## config.mk

```make
export PLATFORM = sky130hd
export DESIGN_NAME = link_control
export DESIGN_NICKNAME = d
export VERILOG_FILES = /design/src/rtl/link_control.sv
export SDC_FILE = /design/constraint.sdc
export NUM_CORES = 1
export LEC_CHECK = 0
export CAP_MARGIN = 20
export CORE_MARGIN = 3
export CORE_UTILIZATION = 25
export CTS_BUF_LIST = sky130_fd_sc_hd__clkbuf_4 sky130_fd_sc_hd__clkbuf_8 sky130_fd_sc_hd__clkbuf_16
export DETAILED_ROUTE_END_ITERATION = 10
export SLEW_MARGIN = 10
export SYNTH_ARGS = -nofsm -noshare
export SYNTH_HDL_FRONTEND = slang
export SYNTH_SLANG_ARGS = --single-unit
```

## constraint.sdc

```tcl
create_clock -name clock -period 2.05 [get_ports clock]
set_clock_uncertainty 0.2 [all_clocks]
set_input_delay 0.41 -clock clock [delete_from_list [all_inputs] [get_ports clock]]
set_output_delay 0.41 -clock clock [all_outputs]
set_load 0.02 [all_outputs]
```

## src/rtl/link_control.sv

```systemverilog
`timescale 1ns/1ps
`default_nettype none
// ============================================================================
//  Module   : link_control
//  Purpose  : Game-loop sequencer for the player character. Paces frames from
//             a free-running divider, priority-encodes the buttons into an
//             action code, and walks the character datapath through
//             init / idle / register / apply / draw map / draw character.
//  Revision : 1.0  initial release
// ============================================================================
module link_control #(
    parameter int FRAME_DIV = 833333
) (
    input  logic       clock,
    input  logic       reset,
    input  logic       key_up,
    input  logic       key_down,
    input  logic       key_left,
    input  logic       key_right,
    input  logic       key_attack,
    input  logic       map_done,
    input  logic       draw_done,
    output logic       init,
    output logic       idle,
    output logic       reg_action,
    output logic       apply_action,
    output logic       draw_map,
    output logic       draw_char,
    output logic [2:0] user_input,
    output logic [7:0] frame_overrun
);

    // ------------------------------------------------------------------
    // Constants
    // ------------------------------------------------------------------
    localparam int                 c_CNT_W    = (FRAME_DIV > 1) ? $clog2(FRAME_DIV) : 1;
    localparam logic [c_CNT_W-1:0] c_CNT_LAST = c_CNT_W'(FRAME_DIV - 1);
    localparam logic [c_CNT_W-1:0] c_CNT_ONE  = c_CNT_W'(1);

    localparam logic [2:0] c_ACT_NONE   = 3'b000;
    localparam logic [2:0] c_ACT_ATTACK = 3'b001;
    localparam logic [2:0] c_ACT_UP     = 3'b010;
    localparam logic [2:0] c_ACT_DOWN   = 3'b011;
    localparam logic [2:0] c_ACT_LEFT   = 3'b100;
    localparam logic [2:0] c_ACT_RIGHT  = 3'b101;

    localparam logic [2:0] c_S_INIT  = 3'd0;
    localparam logic [2:0] c_S_IDLE  = 3'd1;
    localparam logic [2:0] c_S_REG   = 3'd2;
    localparam logic [2:0] c_S_APPLY = 3'd3;
    localparam logic [2:0] c_S_MAP   = 3'd4;
    localparam logic [2:0] c_S_CHAR  = 3'd5;

    // ------------------------------------------------------------------
    // Signals
    // ------------------------------------------------------------------
    logic [c_CNT_W-1:0] r_count;
    logic               w_tick;
    logic               r_pending;
    logic [7:0]         r_overrun;
    logic [2:0]         r_user_input;
    logic [2:0]         w_action;
    logic [2:0]         r_state;
    logic [2:0]         w_state_next;
    logic               w_frame_start;

    // Tick marks the last cycle of each frame period.
    assign w_tick        = (r_count == c_CNT_LAST);
    // A frame begins from idle on a fresh tick or one that arrived while busy.
    assign w_frame_start = (r_state == c_S_IDLE) && (w_tick || r_pending);

    assign user_input    = r_user_input;
    assign frame_overrun = r_overrun;

    // Free-running frame divider, 0..FRAME_DIV-1.
    always_ff @(posedge clock) begin
        if (reset) begin
            r_count <= '0;
        end else if (w_tick) begin
            r_count <= '0;
        end else begin
            r_count <= r_count + c_CNT_ONE;
        end
    end

    // Remember ticks missed while busy; count ticks lost on top of one pending.
    always_ff @(posedge clock) begin
        if (reset) begin
            r_pending <= 1'b0;
            r_overrun <= 8'd0;
        end else if (r_state == c_S_IDLE) begin
            // A tick in idle is consumed directly, never counted as dropped.
            if (w_frame_start) begin
                r_pending <= 1'b0;
            end
        end else if (w_tick) begin
            r_pending <= 1'b1;
            if (r_pending && (r_overrun != 8'hFF)) begin
                r_overrun <= r_overrun + 8'd1;
            end
        end
    end

    // Button priority encoder: attack > up > down > left > right.
    always_comb begin
        w_action = c_ACT_NONE;
        if (key_attack) begin
            w_action = c_ACT_ATTACK;
        end else if (key_up) begin
            w_action = c_ACT_UP;
        end else if (key_down) begin
            w_action = c_ACT_DOWN;
        end else if (key_left) begin
            w_action = c_ACT_LEFT;
        end else if (key_right) begin
            w_action = c_ACT_RIGHT;
        end
    end

    // Action latch: buttons are only observed during the register phase.
    always_ff @(posedge clock) begin
        if (reset) begin
            r_user_input <= c_ACT_NONE;
        end else if (r_state == c_S_REG) begin
            r_user_input <= w_action;
        end
    end

    // State register.
    always_ff @(posedge clock) begin
        if (reset) begin
            r_state <= c_S_INIT;
        end else begin
            r_state <= w_state_next;
        end
    end

    // Next-state logic and one-hot strobe decode of the current state.
    always_comb begin
        w_state_next = r_state;
        init         = 1'b0;
        idle         = 1'b0;
        reg_action   = 1'b0;
        apply_action = 1'b0;
        draw_map     = 1'b0;
        draw_char    = 1'b0;
        case (r_state)
            c_S_INIT: begin
                init         = 1'b1;
                w_state_next = c_S_IDLE;
            end
            c_S_IDLE: begin
                idle = 1'b1;
                if (w_frame_start) begin
                    w_state_next = c_S_REG;
                end
            end
            c_S_REG: begin
                reg_action   = 1'b1;
                w_state_next = c_S_APPLY;
            end
            c_S_APPLY: begin
                apply_action = 1'b1;
                w_state_next = c_S_MAP;
            end
            c_S_MAP: begin
                draw_map = 1'b1;
                if (map_done) begin
                    w_state_next = c_S_CHAR;
                end
            end
            c_S_CHAR: begin
                draw_char = 1'b1;
                if (draw_done) begin
                    w_state_next = c_S_IDLE;
                end
            end
            default: begin
                // Unreachable encodings recover through init.
                w_state_next = c_S_INIT;
            end
        endcase
    end

endmodule
`default_nettype wire

```

==> summary.txt, run 1 <==
Synthesis
  • Syn_area_per_cell: 8.378 µm²
  • Largest cells by area after synthesis: dfxtp_1, nor2_1, mux2_2
  • Unique masters post-synth: 35
  • Yosys warning count: 0
  • Synthesized netlist cell count: 204
  • Number of synthesized flops with an enable pin: 0
  • Synth async-reset ratio: 0%
  • #FFs+latches synth: 35
  • Synth Net Count: between 200 and 250
  • Sequential element share of the synthesized area: between 40% and 50%
  • Most frequent cells after synthesis: dfxtp_1, nor2_1, nand2_1, a21oi_1
  • Main synth FF type: dfxtp_1
  • Mapped Area: 0.001709 mm²
  • Leading area contributor after synthesis: dfxtp_1
  • Cell with the most instances after synthesis: dfxtp_1
  • Yosys top cell area share: 41.00%

GRT
  • Grt ovf: 0
  • Initial antenna violation count: 0
  • First-pass GRT wire length: about 7000 µm
  • Overall Global Routing Usage: 11.25%
  • Largest net degree at the start of global routing: 21
  • Vias in the first global route: 1536

Floorplan
  • # rows: 29
  • Die ar.: 0.007865 mm²
  • I/O pin total: 26
  • Die Span Y: between 80 and 90 µm
  • Placeable Area: ~0.0065 mm²
  • Die Wd: approximately 89 µm
  • Initial core utilization: 26.31%

Job
  • Max Cap Viol: 0

Clocking
  • CTS max path bufs: 2
  • Hold-fix buffers, CTS: 0
  • Clk Latency, worst-skew pair: 0.29 ns
  • CTS tree: built
  • CTS root buffer: clkbuf_8
  • CTS Buf Count: 5
  • H-Tree Depth: 2
  • Clk sink count: 35
  • CTS clk-pin slew, worst paths: ~0.070 ns

Pwr
  • VDD IR max: roughly 240 µV
  • Power Density: around 550 mW/mm²
  • Total power draw: about 0.0013 W
  • Leak: about 0.90 nW

STA
  • Slew @ Worst Pin: 0.2780 ns
  • # setup viols final: 0
  • FMAX: 503.4 MHz
  • Tmin final: approximately 2.0 ns
  • Relative slew slack: 81.22%
  • Tcrit/Tclk final: 96.90%
  • Hold WS: 0.2550 ns
  • Final setup margin: 0.06350 ns
  • RSZ-0062 raised after global routing: yes
  • Hold Violations, Final: 0
  • Final Max Tran Viols: 0

Setup path
  • Crit. End Element: flip-flop
  • Startpoint types: flip-flop
  • Max FO, Critical Path: 8
  • Critical path arrival: about 2 ns
  • Reg2Reg Depth: 5
  • Critical Path RT: 2.08 ns
  • Crit path kind: flip-flop to flip-flop

Finish
  • Area Growth Syn to Fin: 42.68%
  • Ratio of cells with drive above 1 in the final layout: 23.85%
  • Diodes inserted: 0
  • Nets: 271

Hold path
  • Hold Crit Depth: 2
  • Worst hold path class: flip-flop to flip-flop

Detailed routing
  • Final ANT Viol Nets: 0
  • 1st-pass router iterations: 4
  • Average vias per placed instance: approximately 4.8
  • DR WL/cell: between 10 and 15 µm
  • 1st-iter DRT viols: 140
  • Drt total wl: 4056 µm
  • DRC errors left: 0
  • Via total after detailed routing: 1603

Placed design
  • Gpl congestion: 0.7619
  • DP Wirelength: 3010 µm
  • IO buf count: 25
  • Pre-CTS WS: -0.08654 ns

Run status
  • Run status: finished, final reports clean
[stage by stage]
stage / std cells / utilization (%) / area, µm² / setup TNS (ns)
floorplan: 204 / - / 1709 / 0
global placement: 328 / 34.79 / 2260 / -0.3174
detailed placement: 328 / 34.79 / 2260 / -0.3331
CTS: 336 / 36.78 / 2389 / 0
global route: 337 / 37.55 / 2439 / -0.09111
finish: 337 / 37.55 / 2439 / 0
[per-layer routing]
| layer | global-route usage (%) | up-vias | wire [µm] |
|---|---|---|---|
| met5 | 0 | - | 0 |
| met4 | 4.945 | 0 | 65 |
| met3 | 1.955 | 5 | 95 |
| met2 | 17.41 | 23 | 1824 |
| met1 | 15.29 | 745 | 2070 |
| li1 | - | 830 | - |
[registers in the layout, indices dropped and copies added (netlist names)]
name	count
r_count	20
user_input	3
r_pending	1
r_state	3
frame_overrun	8
[cell usage in the layout (no fill, tap or decap), drive strengths merged, types with 9 or more instances in the layout]
cell type / Yosys / routed
a21oi: 11 / 11
buf: 3 / 31
clkdlybuf4s50: 0 / 19
dfxtp: 35 / 35
inv: 9 / 9
nand2: 12 / 12
nand3: 9 / 9
nand4: 9 / 9
nor2: 29 / 29
[cell type report]
type	instances	area, µm²
tap	77	96.34
multi-input combinational	152	1008
fill	663	4056
inverter	9	33.78
clock buffer	8	103.9
sequential	35	703.2
timing repair buffer	56	493.0
[final timing paths]
path                           endpoint                        from  slack (ns)
max reg2reg      r_count[19]$_SDFF_PP0_       r_count[6]$_SDFF_PP0_        0.06
max              r_count[19]$_SDFF_PP0_       r_count[6]$_SDFF_PP0_        0.06
min reg2reg  user_input[1]$_SDFFE_PP0P_  user_input[1]$_SDFFE_PP0P_        0.26
min          user_input[1]$_SDFFE_PP0P_  user_input[1]$_SDFFE_PP0P_        0.26
[power breakdown]
| group | internal [W] | total (W) | leakage [nW] | switching, W |
|---|---|---|---|---|
| registers | 0.000686 | 0.000695 | 0.283 | 0.00000829 |
| logic | 0.0000370 | 0.0000763 | 0.564 | 0.0000393 |
| clock network | 0.000320 | 0.000565 | 0.0549 | 0.000245 |
[critical path, stage by stage, from the launching register on]
cell,delay [ns]
dfxtp_2,0.34
buf_6,0.10
nand4_1,0.13
or4_4,0.62
or4_4,0.43
a21oi_2,0.12
[what timing repair did]
action / 4_1_cts / 5_1_grt
setup endpoints to repair: 15 / 10
gates resized for setup: 12 / 10
setup buffers: 0 / 1
pin swaps: 0 / 3
cloned: 0 / 0
[cells by family (layout without fill, tap and decap cells)]
family | after synthesis | in the layout | synth area share, %
XOR/XNOR | 12 | 12 | 6.149
multiplexers | 8 | 8 | 5.198
flip-flops | 35 | 35 | 41.00
buffers and inverters | 17 | 73 | 3.953
adder cells (fa/ha/maj) | 3 | 3 | 2.196
AND/OR/NAND/NOR | 105 | 105 | 33.24
AO/OA/AOI/OAI | 24 | 24 | 8.273
(Power assumes the default switching activity.)
==> run 2: changes to the inputs <==
--- a/config.mk
+++ b/config.mk
@@ -7,9 +7,10 @@
 export LEC_CHECK = 0
 export CAP_MARGIN = 20
 export CORE_MARGIN = 3
-export CORE_UTILIZATION = 25
+export CORE_UTILIZATION = 48
 export CTS_BUF_LIST = sky130_fd_sc_hd__clkbuf_4 sky130_fd_sc_hd__clkbuf_8 sky130_fd_sc_hd__clkbuf_16
 export DETAILED_ROUTE_END_ITERATION = 10
+export PLACE_DENSITY = 0.75
 export SLEW_MARGIN = 10
 export SYNTH_ARGS = -nofsm -noshare
 export SYNTH_HDL_FRONTEND = slang
==> run 2 against run 1 <==
  * Via count fell by 1.6%
  * Die area decreased by 45%
  * Largest power group unchanged
  * Hold slack better by 0.011 ns
  * Total power is 4.5% higher
  * Combinational power down 4.7%
  * Wire length decreased by 8.9%
  * Worst setup slack gained 0.0024 ns
==> summary.txt, run 2 (synthesized netlist as in run 1, its figures left out) <==
Run status
  • Run status: finished, final reports clean

Floorplan
  • Die ar.: 0.004313 mm² (-45%)
  • Die Wd: 65.67 µm (-26%)
  • Placeable Area: 0.003390 mm² (-48%)
  • Initial core utilization: 50.42% (+24 points)
  • I/O pin total: 26 (unchanged)
  • # rows: 21 (-28%)
  • Die Span Y: 65.67 µm (-26%)

STA
  • FMAX: 504.0 MHz (+0.12%)
  • Slew @ Worst Pin: 0.5426 ns (+0.2646 ns)
  • Tmin final: 1.984 ns (-0.002418 ns)
  • # setup viols final: 0 (unchanged)
  • Setup TNS: 0 ns (unchanged)
  • Hold WS: 0.2655 ns (+0.01052 ns)
  • Relative slew slack: 63.83% (-17 points)
  • Hold Violations, Final: 0 (unchanged)
  • Final setup margin: 0.06591 ns (+0.002418 ns)
  • Final Max Tran Viols: 0 (unchanged)
  • Tcrit/Tclk final: 96.78% (-0.12 points)

Finish
  • Max FFs per register: 20 (unchanged)
  • Reg with most FFs: r_count
  • Final core utilization: 69.21% (+32 points)
  • Area Growth Syn to Fin: 37.26%
  • Diodes inserted: 0 (unchanged)
  • Leading cell types in the layout, fill and taps excluded: nor2_1, dfxtp_1, buf_4, clkdlybuf4s50_1, nand2_1
  • Ratio of cells with drive above 1 in the final layout: 24.51% (+0.66 points)
  • Nets: 264 (-2.6%)

Pwr
  • Total power draw: 0.001396 W (+4.5%)
  • Cell internal pwr: 0.001114 W (+6.7%)
  • Switching Power: 0.0002827 W (-3.5%)
  • Sequential Power Share: 49.6% (-2.4 points)
  • Logic gate share of total power: 5.2% (-0.5 points)
  • Clock power share: 45.2% (+2.9 points)
  • Power Density: 595.2 mW/mm² (+8.6%)
  • Sw frac: 20.24% (-1.7 points)
  • Leak: 0.9489 nW (+5.1%)
  • VDD IR max: 556.6 µV (+130%)

Detailed routing
  • 1st-pass router iterations: 4 (unchanged)
  • Via total after detailed routing: 1577 (-1.6%)
  • DRC errors left: 0 (unchanged)
  • Final ANT Viol Nets: 0 (unchanged)
  • DR WL/cell: 12.36 µm (+2.7%)
  • 1st-iter DRT viols: 104 (-26%)
  • Drt total wl: 3695 µm (-8.9%)
  • Average vias per placed instance: 5.274 (+11%)

GRT
  • Grt ovf: 0 (unchanged)
  • Overall Global Routing Usage: 18.65% (+7.4 points)
  • Vias in the first global route: 1432 (-6.8%)
  • Initial antenna violation count: 0 (unchanged)
  • Largest net degree at the start of global routing: 18 (-14%)
  • First-pass GRT wire length: 6299 µm (-9.8%)

Clocking
  • Clk sink count: 35 (unchanged)
  • CTS clk-pin slew, worst paths: 0.10 ns (+0.03 ns)
  • CTS max path bufs: 2 (unchanged)
  • CTS root buffer: clkbuf_4
  • Hold-fix buffers, CTS: 0 (unchanged)
  • CTS tree: built
  • H-Tree Depth: 2 (unchanged)
  • Clk Latency, worst-skew pair: 0.34 ns (+0.05 ns)
  • CTS Buf Count: 5 (unchanged)

Setup path
  • Reg2Reg Depth: 5 (unchanged)
  • Max FO, Critical Path: 8 (unchanged)
  • Crit. End Element: primary output
  • Critical Path RT: 1.44 ns (-0.64 ns)
  • Critical path arrival: 1.37 ns (-0.64 ns)
  • Crit path kind: flip-flop to primary output
  • Startpoint types: flip-flop

Placed design
  • IO buf count: 25 (unchanged)
  • Gpl congestion: 0.8134 (+6.8%)
  • Pre-CTS WS: 0.01092 ns (+0.09746 ns)
  • DP Wirelength: 2670 µm (-11%)

Hold path
  • Hold Crit Depth: 2 (unchanged)
  • Worst hold path class: flip-flop to flip-flop

Job
  • Max Cap Viol: 0 (unchanged)
run 2: stage by stage:
stage	area (µm²)	instances
after detailed placement	2163	291
after global placement	2163	291
final	2346	299
after CTS	2267	299
after global routing	2346	299
after floorplan	1709	204
run 2: metal layers:
| metal | up-vias | global-route usage (%) | routed length, µm |
|---|---|---|---|
| li1 | 817 | - | - |
| met1 | 716 | 24.95 | 1847 |
| met2 | 37 | 29.04 | 1636 |
| met3 | 7 | 3.761 | 138 |
| met4 | 0 | 7.772 | 72 |
| met5 | - | 0 | 0 |
run 2: path summary, 6_finish.rpt:
| kind | start | end | slack (ns) |
|---|---|---|---|
| setup / recovery | r_state[1]$_SDFFE_PP0P_ | draw_char | 0.07 |
| hold / removal | user_input[2]$_SDFFE_PP0P_ | user_input[2]$_SDFFE_PP0P_ | 0.27 |
| setup reg to reg | r_count[8]$_SDFF_PP0_ | frame_overrun[3]$_SDFFE_PP0P_ | 0.10 |
| hold reg to reg | user_input[2]$_SDFFE_PP0P_ | user_input[2]$_SDFFE_PP0P_ | 0.27 |
run 2: layout make-up:
class	count	area, µm²
Clock buffer	6	45.04
Clock inverter	2	60.06
Fill cell	264	1044
Inverter	9	33.78
Multi-Input combinational cell	152	1015
Sequential cell	35	710.7
Tap cell	46	57.56
Timing Repair Buffer	49	424.2
run 2: timing repair:
action / CTS / global route
resized for setup: 9 / 28
endpoints found under the setup margin: 7 / 16
pin swaps: 0 / 2
buffers inserted: 0 / 0
hold endpoints to repair: 0 / 0
run 2: worst max-delay path, cell delays in order (launching register included):
cell           delay (ns)
dfxtp_2              0.37
nand2b_1             0.23
nor2_1               0.11
dlygate4sd2_1        0.34
run 2: power groups by stage:
stage / combinational, W / clock [W] / sequential (W)
4_1_cts: 0.0000739 / 0.000639 / 0.000694
5_1_grt: 0.0000808 / 0.000669 / 0.000695
3_3_place_gp: 0.0000749 / 0 / 0.000709
2_1_floorplan: 0.0000400 / 0 / 0.000707
6_report: 0.0000727 / 0.000631 / 0.000693
3_5_place_dp: 0.0000763 / 0 / 0.000710
==> run 3: changes to the inputs <==
--- a/config.mk
+++ b/config.mk
@@ -7,10 +7,10 @@
 export LEC_CHECK = 0
 export CAP_MARGIN = 20
 export CORE_MARGIN = 3
-export CORE_UTILIZATION = 48
+export CORE_UTILIZATION = 57
 export CTS_BUF_LIST = sky130_fd_sc_hd__clkbuf_4 sky130_fd_sc_hd__clkbuf_8 sky130_fd_sc_hd__clkbuf_16
 export DETAILED_ROUTE_END_ITERATION = 10
-export PLACE_DENSITY = 0.75
+export PLACE_DENSITY = 0.84
 export SLEW_MARGIN = 10
 export SYNTH_ARGS = -nofsm -noshare
 export SYNTH_HDL_FRONTEND = slang
==> constraint.sdc (replaced) <==
create_clock -name clock -period 2.3 [get_ports clock]
set_clock_uncertainty 0.2 [all_clocks]
set_input_delay 0.46 -clock clock [delete_from_list [all_inputs] [get_ports clock]]
set_output_delay 0.46 -clock clock [all_outputs]
set_load 0.02 [all_outputs]
==> run 3 against run 2 <==
  * Critical path depth fell by 1
  * Total power is 27% lower
  * Largest cell class unchanged
  * First-iteration DRC count is 22% lower
  * Via count decreased by 1.4%
  * Critical path type unchanged
  * Final area fell by 11%
  * Sequential share of layout area increased by 3.4 points
  * Largest power group unchanged
==> summary.txt, run 3 (synthesized netlist as in run 1, its figures left out) <==
Detailed routing
  • 1st-pass router iterations: 4 (unchanged)
  • DRC errors left: 0 (unchanged)
  • Average vias per placed instance: 5.781 (+9.6%)
  • 1st-iter DRT viols: 81 (-22%)
  • Drt total wl: 3585 µm (-3.0%)
  • Final ANT Viol Nets: 0 (unchanged)
  • Via total after detailed routing: 1555 (-1.4%)
  • DR WL/cell: 13.33 µm (+7.8%)

Finish
  • FF+latch area: 703.2 µm² (-1.1%)
  • Multi-input gate area: 940.9 µm² (-7.3%)
  • Area Growth Syn to Fin: 22.25%
  • Ratio of cells with drive above 1 in the final layout: 12.18% (-12 points)
  • Reg with most FFs: r_count
  • Final core utilization: 74.49% (+5.3 points)
  • Final-layout fill cell count: 208 (-21%)
  • Nets: 249 (-5.7%)
  • Commonest non-fill, non-tap cell in the layout: dfxtp_1
  • Diodes inserted: 0 (unchanged)
  • Leading cell types in the layout, fill and taps excluded: dfxtp_1, nor2_1, clkdlybuf4s50_1, nand2_1, a21oi_1
  • Final cell count without fillers: 269 (-10%)
  • Max FFs per register: 20 (unchanged)

Setup path
  • Startpoint types: flip-flop
  • Critical path arrival: 1.53 ns (+0.16 ns)
  • Critical Path RT: 1.64 ns (+0.20 ns)
  • Crit. End Element: primary output
  • R2r startpoint: r_count[8]$_SDFF_PP0_
  • Crit path kind: flip-flop to primary output
  • Reg2Reg Depth: 4 (-1)
  • CP Launch Point: r_state[2]$_SDFFE_PP0P_
  • Max FO, Critical Path: 10 (+2)

Clocking
  • CTS Buf Count: 5 (unchanged)
  • CTS max path bufs: 2 (unchanged)
  • CTS tree: built
  • Clk sink count: 35 (unchanged)
  • H-Tree Depth: 2 (unchanged)
  • CTS clk-pin slew, worst paths: 0.10 ns (about the same)
  • CTS root buffer: clkbuf_4
  • Clk Latency, worst-skew pair: 0.35 ns (about the same)

Hold path
  • Hold Crit Depth: 2 (unchanged)
  • HP Start: user_input[1]$_SDFFE_PP0P_
  • Worst hold path class: flip-flop to flip-flop

Pwr
  • VDD IR max: 482.4 µV (-13%)
  • Cell internal pwr: 0.0007737 W (-31%)
  • Sequential Power Share: 60.7% (+11 points)
  • Switching Power: 0.0002470 W (-13%)
  • Clock power share: 32.9% (-12 points)
  • Logic gate share of total power: 6.4% (+1.2 points)
  • Power Density: 488.5 mW/mm² (-18%)
  • Sw frac: 24.20% (+4.0 points)
  • Leak: 0.7698 nW (-19%)

GRT
  • Most Used Layer, Global Route: met2
  • Initial antenna violation count: 0 (unchanged)
  • Overall Global Routing Usage: 21.22% (+2.6 points)
  • Largest net degree at the start of global routing: 21 (+3)
  • Global-route track usage on met3: 7.234% (+3.5 points)
  • M1 GR Usage: 24.74% (-0.21 points)
  • First-pass GRT wire length: 5865 µm (-6.9%)
  • Grt met2 use: 35.42% (+6.4 points)
  • Vias in the first global route: 1418 (-0.98%)
  • Grt ovf: 0 (unchanged)

STA
  • # setup viols final: 0 (unchanged)
  • RSZ-0062 raised after global routing: no
  • Setup TNS: 0 ns (unchanged)
  • Slew @ Worst Pin: 0.6172 ns (+0.07457 ns)
  • Hold WS: 0.2575 ns (-0.007980 ns)
  • Final Max Tran Viols: 0 (unchanged)
  • Tcrit/Tclk final: 95.22%
  • FMAX: ~460 MHz
  • Relative slew slack: 58.85% (-5.0 points)
  • Tmin final: 2.190 ns
  • Hold Violations, Final: 0 (unchanged)

Placed design
  • Gpl congestion: 0.8566 (+5.3%)
  • IO buf count: 25 (unchanged)
  • DP Wirelength: 2662 µm (-0.30%)
  • Placed insts: 260 (-11%)

Floorplan
  • I/O pin total: 26 (unchanged)
  • Placeable Area: 0.002805 mm² (-17%)
  • Die Wd: 60.76 µm (-7.5%)
  • Die ar.: 0.003692 mm² (-14%)
  • # rows: 19 (-9.5%)
  • Initial core utilization: 60.93% (+11 points)
  • Die Span Y: 60.76 µm (-7.5%)

Job
  • Max Cap Viol: 0 (unchanged)

Run status
  • Run status: finished, final reports clean
run 3: cell types whose count changed in the layout (fill, tap and decap cells not counted), sizes merged:
cell / before / now
buf: 24 / 9
clkdlybuf4s50: 14 / 20
clkbuf: 9 / 6
clkinvlp: 0 / 1
clkinv: 0 / 1
dlymetal6s2s: 5 / 1
bufinv: 2 / 0
dlygate4sd2: 3 / 4
run 3: final cells by class:
class,count,share of cell area [%]
flip-flops and latches,35,33.65
clock buffers,6,2.156
inverters,9,1.617
repair buffers,34,15.09
well taps,31,1.856
clock inverters,2,0.5988
multi-input cells,152,45.03
run 3: stage by stage:
step | power, W | cell area (µm²) | setup slack [ns]
after floorplan | 0.0006655 | 1709 | 0.3194
after global placement | 0.0006961 | 2024 | 0.1459
after detailed placement | 0.0006996 | 2024 | 0.1394
after CTS | 0.001032 | 2079 | 0.01650
after global routing | 0.001073 | 2090 | 0.005295
final | 0.001021 | 2090 | 0.1098
run 3: final timing paths:
kind / slack [ns] / endpoint
min: 0.26 / user_input[1]$_SDFFE_PP0P_
max: 0.11 / init
min reg2reg: 0.26 / user_input[1]$_SDFFE_PP0P_
max reg2reg: 0.13 / frame_overrun[7]$_SDFFE_PP0P_
run 3: what timing repair did:
action                                  in CTS  in global routing
hold buffers                                 0                  0
pin swaps                                    0                  1
resized for setup                            6                  1
endpoints found under the setup margin       5                  5
buffers inserted                             0                  1
run 3: per-layer routing:
metal  vias up  share of wire [%]
met5         -                  0
met2        45                 48
li1        787                  -
met3         8                5.5
met1       715                 44
met4         0                2.0
run 3: power by group through the flow:
stage	clock network (W)	registers [W]	logic, W
floorplan	0	0.000630	0.0000356
global placement	0	0.000632	0.0000640
detailed placement	0	0.000633	0.0000668
CTS	0.000347	0.000619	0.0000662
global route	0.000379	0.000621	0.0000722
finish	0.000336	0.000619	0.0000657
run 3: critical path: stages (launching register included):
cell	delay [ns]
dfxtp_2	0.38
nor3_1	0.19
clkdlybuf4s50_1	0.63
